<file path="config.mk">
export PLATFORM = sky130hd
export DESIGN_NAME = hazard_control_unit
export DESIGN_NICKNAME = d
export VERILOG_FILES = /design/src/rtl/hazard_control_unit.sv
export SDC_FILE = /design/constraint.sdc
export NUM_CORES = 1
export LEC_CHECK = 0
export ABC_AREA = 1
export CAP_MARGIN = 20
export CORE_ASPECT_RATIO = 1.1
export CORE_UTILIZATION = 25
export CTS_BUF_LIST = sky130_fd_sc_hd__clkbuf_2 sky130_fd_sc_hd__clkbuf_4 sky130_fd_sc_hd__clkbuf_8
export CTS_CLUSTER_DIAMETER = 150
export CTS_CLUSTER_SIZE = 28
export DETAILED_ROUTE_END_ITERATION = 16
export HOLD_SLACK_MARGIN = 0.03
export PLACE_DENSITY_LB_ADDON = 0.25
export SLEW_MARGIN = 0
export SYNTH_ARGS = -nofsm -noshare
export SYNTH_HDL_FRONTEND = slang
export SYNTH_SLANG_ARGS = --single-unit
</file>
<file path="constraint.sdc">
create_clock -name CLK -period 2.7 [get_ports CLK]
set_clock_uncertainty 0.2 [all_clocks]
set_input_delay 0.405 -clock CLK [delete_from_list [all_inputs] [get_ports CLK]]
set_output_delay 0.405 -clock CLK [all_outputs]
set_load 0.005 [all_outputs]
</file>
<file path="src/rtl/hazard_control_unit.sv">
// Stall/flush controller for the five-stage pipeline: register enables, PC enable and half-cycle flush pulses.
// Optional performance counters are built when HAZARD_PERF_CNT_EN is defined; otherwise the counter ports read 0.
module hazard_control_unit (
    input  logic        CLK,
    input  logic        nRST,
    input  logic        ihit,
    input  logic        dhit,
    input  logic        mem_dREN,
    input  logic        mem_dWEN,
    input  logic [4:0]  id_rs,
    input  logic [4:0]  id_rt,
    input  logic        ex_dREN,
    input  logic [4:0]  ex_wsel,
    input  logic        ex_redirect,
    input  logic        wb_halt,
    output logic        pc_en,
    output logic        ifid_en,
    output logic        idex_en,
    output logic        exmem_en,
    output logic        memwb_en,
    output logic        ifid_flush,
    output logic        idex_flush,
    output logic        exmem_flush,
    output logic        memwb_flush,
    output logic        halt,
    output logic [31:0] stall_cycles,
    output logic [31:0] bubble_count,
    output logic [31:0] flush_count
);

    typedef enum logic {RUN, HALTED} state_t;

    state_t state;
    logic   stall;
    logic   lu;
    logic   req_ifid;
    logic   req_idex;
    logic   ifid_set_p1, idex_set_p1;
    logic   ifid_clr_p1, idex_clr_p1;

    assign stall = !ihit || ((mem_dREN || mem_dWEN) && !dhit);
    assign lu    = ex_dREN && (ex_wsel != 5'd0) && ((ex_wsel == id_rs) || (ex_wsel == id_rt));

    // Priority: pending halt, then memory stall, then redirect, then load-use.
    always_comb begin
        pc_en    = 1'b0;
        ifid_en  = 1'b0;
        idex_en  = 1'b0;
        exmem_en = 1'b0;
        memwb_en = 1'b0;
        req_ifid = 1'b0;
        req_idex = 1'b0;
        if (!nRST && state == RUN && !wb_halt && !stall) begin
            pc_en    = 1'b1;
            ifid_en  = 1'b1;
            idex_en  = 1'b1;
            exmem_en = 1'b1;
            memwb_en = 1'b1;
            if (ex_redirect) begin
                req_ifid = 1'b1;
                req_idex = 1'b1;
            end else if (lu) begin
                pc_en    = 1'b0;
                ifid_en  = 1'b0;
                req_idex = 1'b1;
            end
        end
    end

    always_ff @(posedge CLK or posedge nRST) begin
        if (nRST) begin
            state <= RUN;
            halt  <= 1'b0;
        end else begin
            case (state)
                RUN: if (wb_halt) begin
                    state <= HALTED;
                    halt  <= 1'b1;
                end
                HALTED: begin
                    state <= HALTED;
                    halt  <= 1'b1;
                end
                default: begin
                    state <= RUN;
                    halt  <= 1'b0;
                end
            endcase
        end
    end

    // Toggle pair: the rising-edge flop flips on a request, the falling-edge flop catches up,
    // so the XOR is high for exactly the CLK-high phase, even on back-to-back requests.
    always_ff @(posedge CLK or posedge nRST) begin
        if (nRST) begin
            ifid_set_p1 <= 1'b0;
            idex_set_p1 <= 1'b0;
        end else begin
            ifid_set_p1 <= ifid_set_p1 ^ req_ifid;
            idex_set_p1 <= idex_set_p1 ^ req_idex;
        end
    end

    always_ff @(negedge CLK or posedge nRST) begin
        if (nRST) begin
            ifid_clr_p1 <= 1'b0;
            idex_clr_p1 <= 1'b0;
        end else begin
            ifid_clr_p1 <= ifid_set_p1;
            idex_clr_p1 <= idex_set_p1;
        end
    end

    assign ifid_flush  = ifid_set_p1 ^ ifid_clr_p1;
    assign idex_flush  = idex_set_p1 ^ idex_clr_p1;
    assign exmem_flush = 1'b0;
    assign memwb_flush = 1'b0;

`ifdef HAZARD_PERF_CNT_EN
    function automatic logic [31:0] sat_inc(input logic [31:0] v);
        return (v == 32'hFFFF_FFFF) ? v : v + 32'd1;
    endfunction

    always_ff @(posedge CLK or posedge nRST) begin
        if (nRST) begin
            stall_cycles <= 32'd0;
            bubble_count <= 32'd0;
            flush_count  <= 32'd0;
        end else begin
            if (state == RUN && stall)
                stall_cycles <= sat_inc(stall_cycles);
            // A lone ID/EX request is a load-use bubble; a paired request is a redirect.
            if (req_idex && !req_ifid)
                bubble_count <= sat_inc(bubble_count);
            if (req_ifid)
                flush_count <= sat_inc(flush_count);
        end
    end
`else
    assign stall_cycles = 32'd0;
    assign bubble_count = 32'd0;
    assign flush_count  = 32'd0;
`endif

endmodule

</file>
==> impl_metrics.tcl <==
set metrics [dict create \
    count_of_different_cell_masters_after_synthesis 18 \
    h_tree_depth 1 \
    worst_setup_hold_path_clk_slew_ns 0.04 \
    fraction_of_layout_cells_with_a_size_suffix_above_1_pct 10.0 \
    drt-pass1-iter-count 3 \
    timing.hold.worst.start "halt$_DFFE_PP0P_" \
    numClockSinks 6 \
    ys_warn_count 0 \
    combPwrFrac_pct 30.2 \
    grt_first_pass_wirelength_um 2410 \
    dp_cells 262 \
    reg_to_reg_critical_path_startpoint "ifid_set_p1$_DFF_PP0_" \
    r2r_setup_slack_ns 0.59 \
    combinational_family_with_the_most_area_after_synthesis "buffers and inverters" \
    static-leakage-power_nw 0.806 \
    ir_drop_worst_case_vdd_mv 0.112 \
    status "finished with violations" \
    pwr-share-seq_pct 27.2 \
    power_density_nw_per_um2 270 \
    timing.final.ws_setup_ns -0.143 \
    crit_path_cell_trace "xor2_1 -> buf_2" \
    nNetsFinal 235 \
    slowest_delay_ns 0.39 \
    tritoncts_clock_tree "yes" \
    detailedPlacementHpwl_um 1480 \
    worstHoldPathType "reg2reg" \
    timing_max_transition_violations_final 0 \
    cts_inserted_buffers 3 \
    finalWeightedCongestion 0.681 \
    globalRouteOverflowTotal 0 \
    synth_compound_area_share_pct 0.404 \
    die_h_um 75.9 \
    post_cts_buffers 0 \
    place_area_um2 1230 \
    clock_tree.buffer_depth 2 \
    sequential_cell_area_um2 150 \
    ios 130 \
    worst_hold_path_cells 1 \
    cp_slowest_cell "dfrtn_1" \
    post_drt_via_cell_ratio 2.90 \
    width_of_the_die_um 69.2 \
    final_cell_area_um2 1290 \
    multi_input_area_um2 639 \
    fin_worst_hold_slack_ns 0.263 \
    antenna_found_initial 0 \
    worst_hold_path.endpoint "halt$_DFFE_PP0P_" \
    hold_buffers 0 \
    critical_path_buf_inv_count 1 \
    ys_seq_elements 6 \
    r2r.worst_path.cells 0 \
    yosys.area_share.adder_pct 0 \
    routed_wl_um 1650 \
    synth_area_um2 1240 \
    n_fill_cell 519 \
    grt_usage_pct 5.86 \
    share_clk_of_total_power_pct 42.6 \
    root_buffer "clkbuf_8" \
    route.antenna.remaining_nets 0 \
    required_time_worst_endpoint_ns 2.10 \
    internal_power_uw 248 \
    p_switching_uw 101 \
    drt-initial-drc-count 15 \
    rr_endpoint "ifid_clr_p1$_DFF_NP0_" \
    worst-setup-path-type "reg2out" \
    crit_arrival_ns 2.24 \
    area_growth_pct 4.24 \
    yosys.area_share.xor_xnor_pct 3.53 \
    wl_per_cell_um 6.20 \
    floorplan.initialDensity_pct 26.3 \
    fin_total_pwr_uw 349 \
    fin_cells 266 \
    power.share.switching_pct 29.0 \
    antenna-diode-count 0 \
    drc_errors 0 \
    syn-instance-count 178 \
    grt_setup_unrepaired "yes" \
    worst-path-max-fanout 1 \
    route.vias.total 771 \
    failing_checks "negative setup slack" \
    mean_instance_size_in_the_synthesized_netlist_um2 6.97 \
    setup_viol 2 \
    synth.mux.area_fraction_pct 0 \
    synthSimpleGateAreaFrac_pct 17.4 \
    sequential_fraction_of_the_synthesis_area_pct 12.1 \
    first_global_vias 561 \
    clock_insertion_delay_at_the_later_pin_of_the_skew_report_ns 0.22 \
    placement.io_buffers 31 \
    critical-path-top-delay-family "flip-flops" \
    max_cap_viol_count 0 \
    critical_path.endpoint_type "primary output" \
    design.core.area_um2 4720 \
    timing.critical_path.from_type "flip-flop" \
    die_area_um2 5250 \
    num_rows 26 \
    final_hold_viol_count 0 \
    grt_start_max_net_pins 7 \
]
registers in the layout, summed over array words and instances (netlist names):
| name | cells |
|---|---|
| halt | 1 |
| idex_clr_p1 | 1 |
| idex_set_p1 | 1 |
| ifid_clr_p1 | 1 |
| ifid_set_p1 | 1 |
| state | 1 |
worst max-delay path by stage:
stage,from,end,cells past startpoint
floorplan,idex_clr_p1$_DFF_NP0_,idex_flush,1
global placement,ifid_clr_p1$_DFF_NP0_,ifid_flush,2
detailed placement,idex_clr_p1$_DFF_NP0_,idex_flush,2
CTS,idex_clr_p1$_DFF_NP0_,idex_flush,2
global route,ifid_clr_p1$_DFF_NP0_,ifid_flush,2
finish,idex_clr_p1$_DFF_NP0_,idex_flush,2
per-layer routing:
| metal | vias up | track usage, % | share of wire (%) |
|---|---|---|---|
| li1 | 390 | - | - |
| met1 | 310 | 6.80 | 36 |
| met2 | 69 | 10.0 | 51 |
| met3 | 2 | 1.85 | 13 |
| met4 | 0 | 2.72 | 0.42 |
| met5 | - | 0 | 0 |
repair_timing:
action                                  CTS  global route
endpoints found under the setup margin    2             4
gates resized for setup                   7             8
pin swaps                                 0             0
placed cells by master (no fill, tap or decap):
master           instances
conb_1                  98
nand2_1                 28
clkdlybuf4s50_1         24
inv_1                   12
nor2_1                   6
dlymetal6s2s_1           5
inv_2                    4
dfrtp_1                  4
nand3_2                  3
xnor2_1                  3
nor2_2                   3
clkbuf_8                 3
nand2_2                  2
nand3_1                  2
xor2_1                   2
dfrtn_1                  2
buf_2                    2
nor2_4                   1
clkinv_1                 1
nand4_1                  1
o21ai_0                  1
or2_2                    1
clkbuf_4                 1
buf_4                    1
final cells by class:
class	instances	area share (%)
Clock buffer	4	3.78
Inverter	17	4.94
Multi-Input combinational cell	151	49.5
Sequential cell	6	11.6
Tap cell	56	5.42
Timing Repair Buffer	32	24.8
synthesized netlist by cell type:
cell type | n | area [um2]
nand2_1 | 28 | 105
nand2_2 | 2 | 12.5
dfrtn_1 | 2 | 50.1
xnor2_1 | 3 | 26.3
clkinv_1 | 1 | 3.75
conb_1 | 1 | 3.75
dfrtp_1 | 4 | 100
inv_1 | 12 | 45.0
nor2_1 | 9 | 33.8
nand3_2 | 3 | 30.0
o21ai_0 | 1 | 5.00
nand3_1 | 2 | 10.0
inv_2 | 4 | 15.0
buf_4 | 101 | 758
nand4_1 | 1 | 6.26
or2_2 | 1 | 6.26
nor2_4 | 1 | 11.3
xor2_1 | 2 | 17.5
power groups by stage:
stage | Combinational (mW) | Clock (mW) | Sequential, mW
after floorplan | 0.160 | 0 | 0.0956
after global placement | 0.104 | 0 | 0.0959
after detailed placement | 0.105 | 0 | 0.0959
after CTS | 0.103 | 0.155 | 0.0949
after global routing | 0.124 | 0.162 | 0.0953
final | 0.105 | 0.149 | 0.0949
metrics by stage:
stage	util [%]	setup TNS, ns	setup slack [ns]
2_1_floorplan	-	0	0.200
3_3_place_gp	26.2	-0.555	-0.278
3_5_place_dp	26.2	-0.566	-0.291
4_1_cts	27.0	-0.294	-0.155
5_1_grt	27.4	-0.382	-0.207
6_report	27.4	-0.275	-0.143
cells by family (layout without fill, tap and decap cells):
logic type,after synthesis,in the layout
flops,6,6
buf+inv,118,53
compound gates,1,1
xor+xnor,5,5
simple gates,47,47
other cells,1,98
No activity file was read; power rests on OpenSTA's default activity.
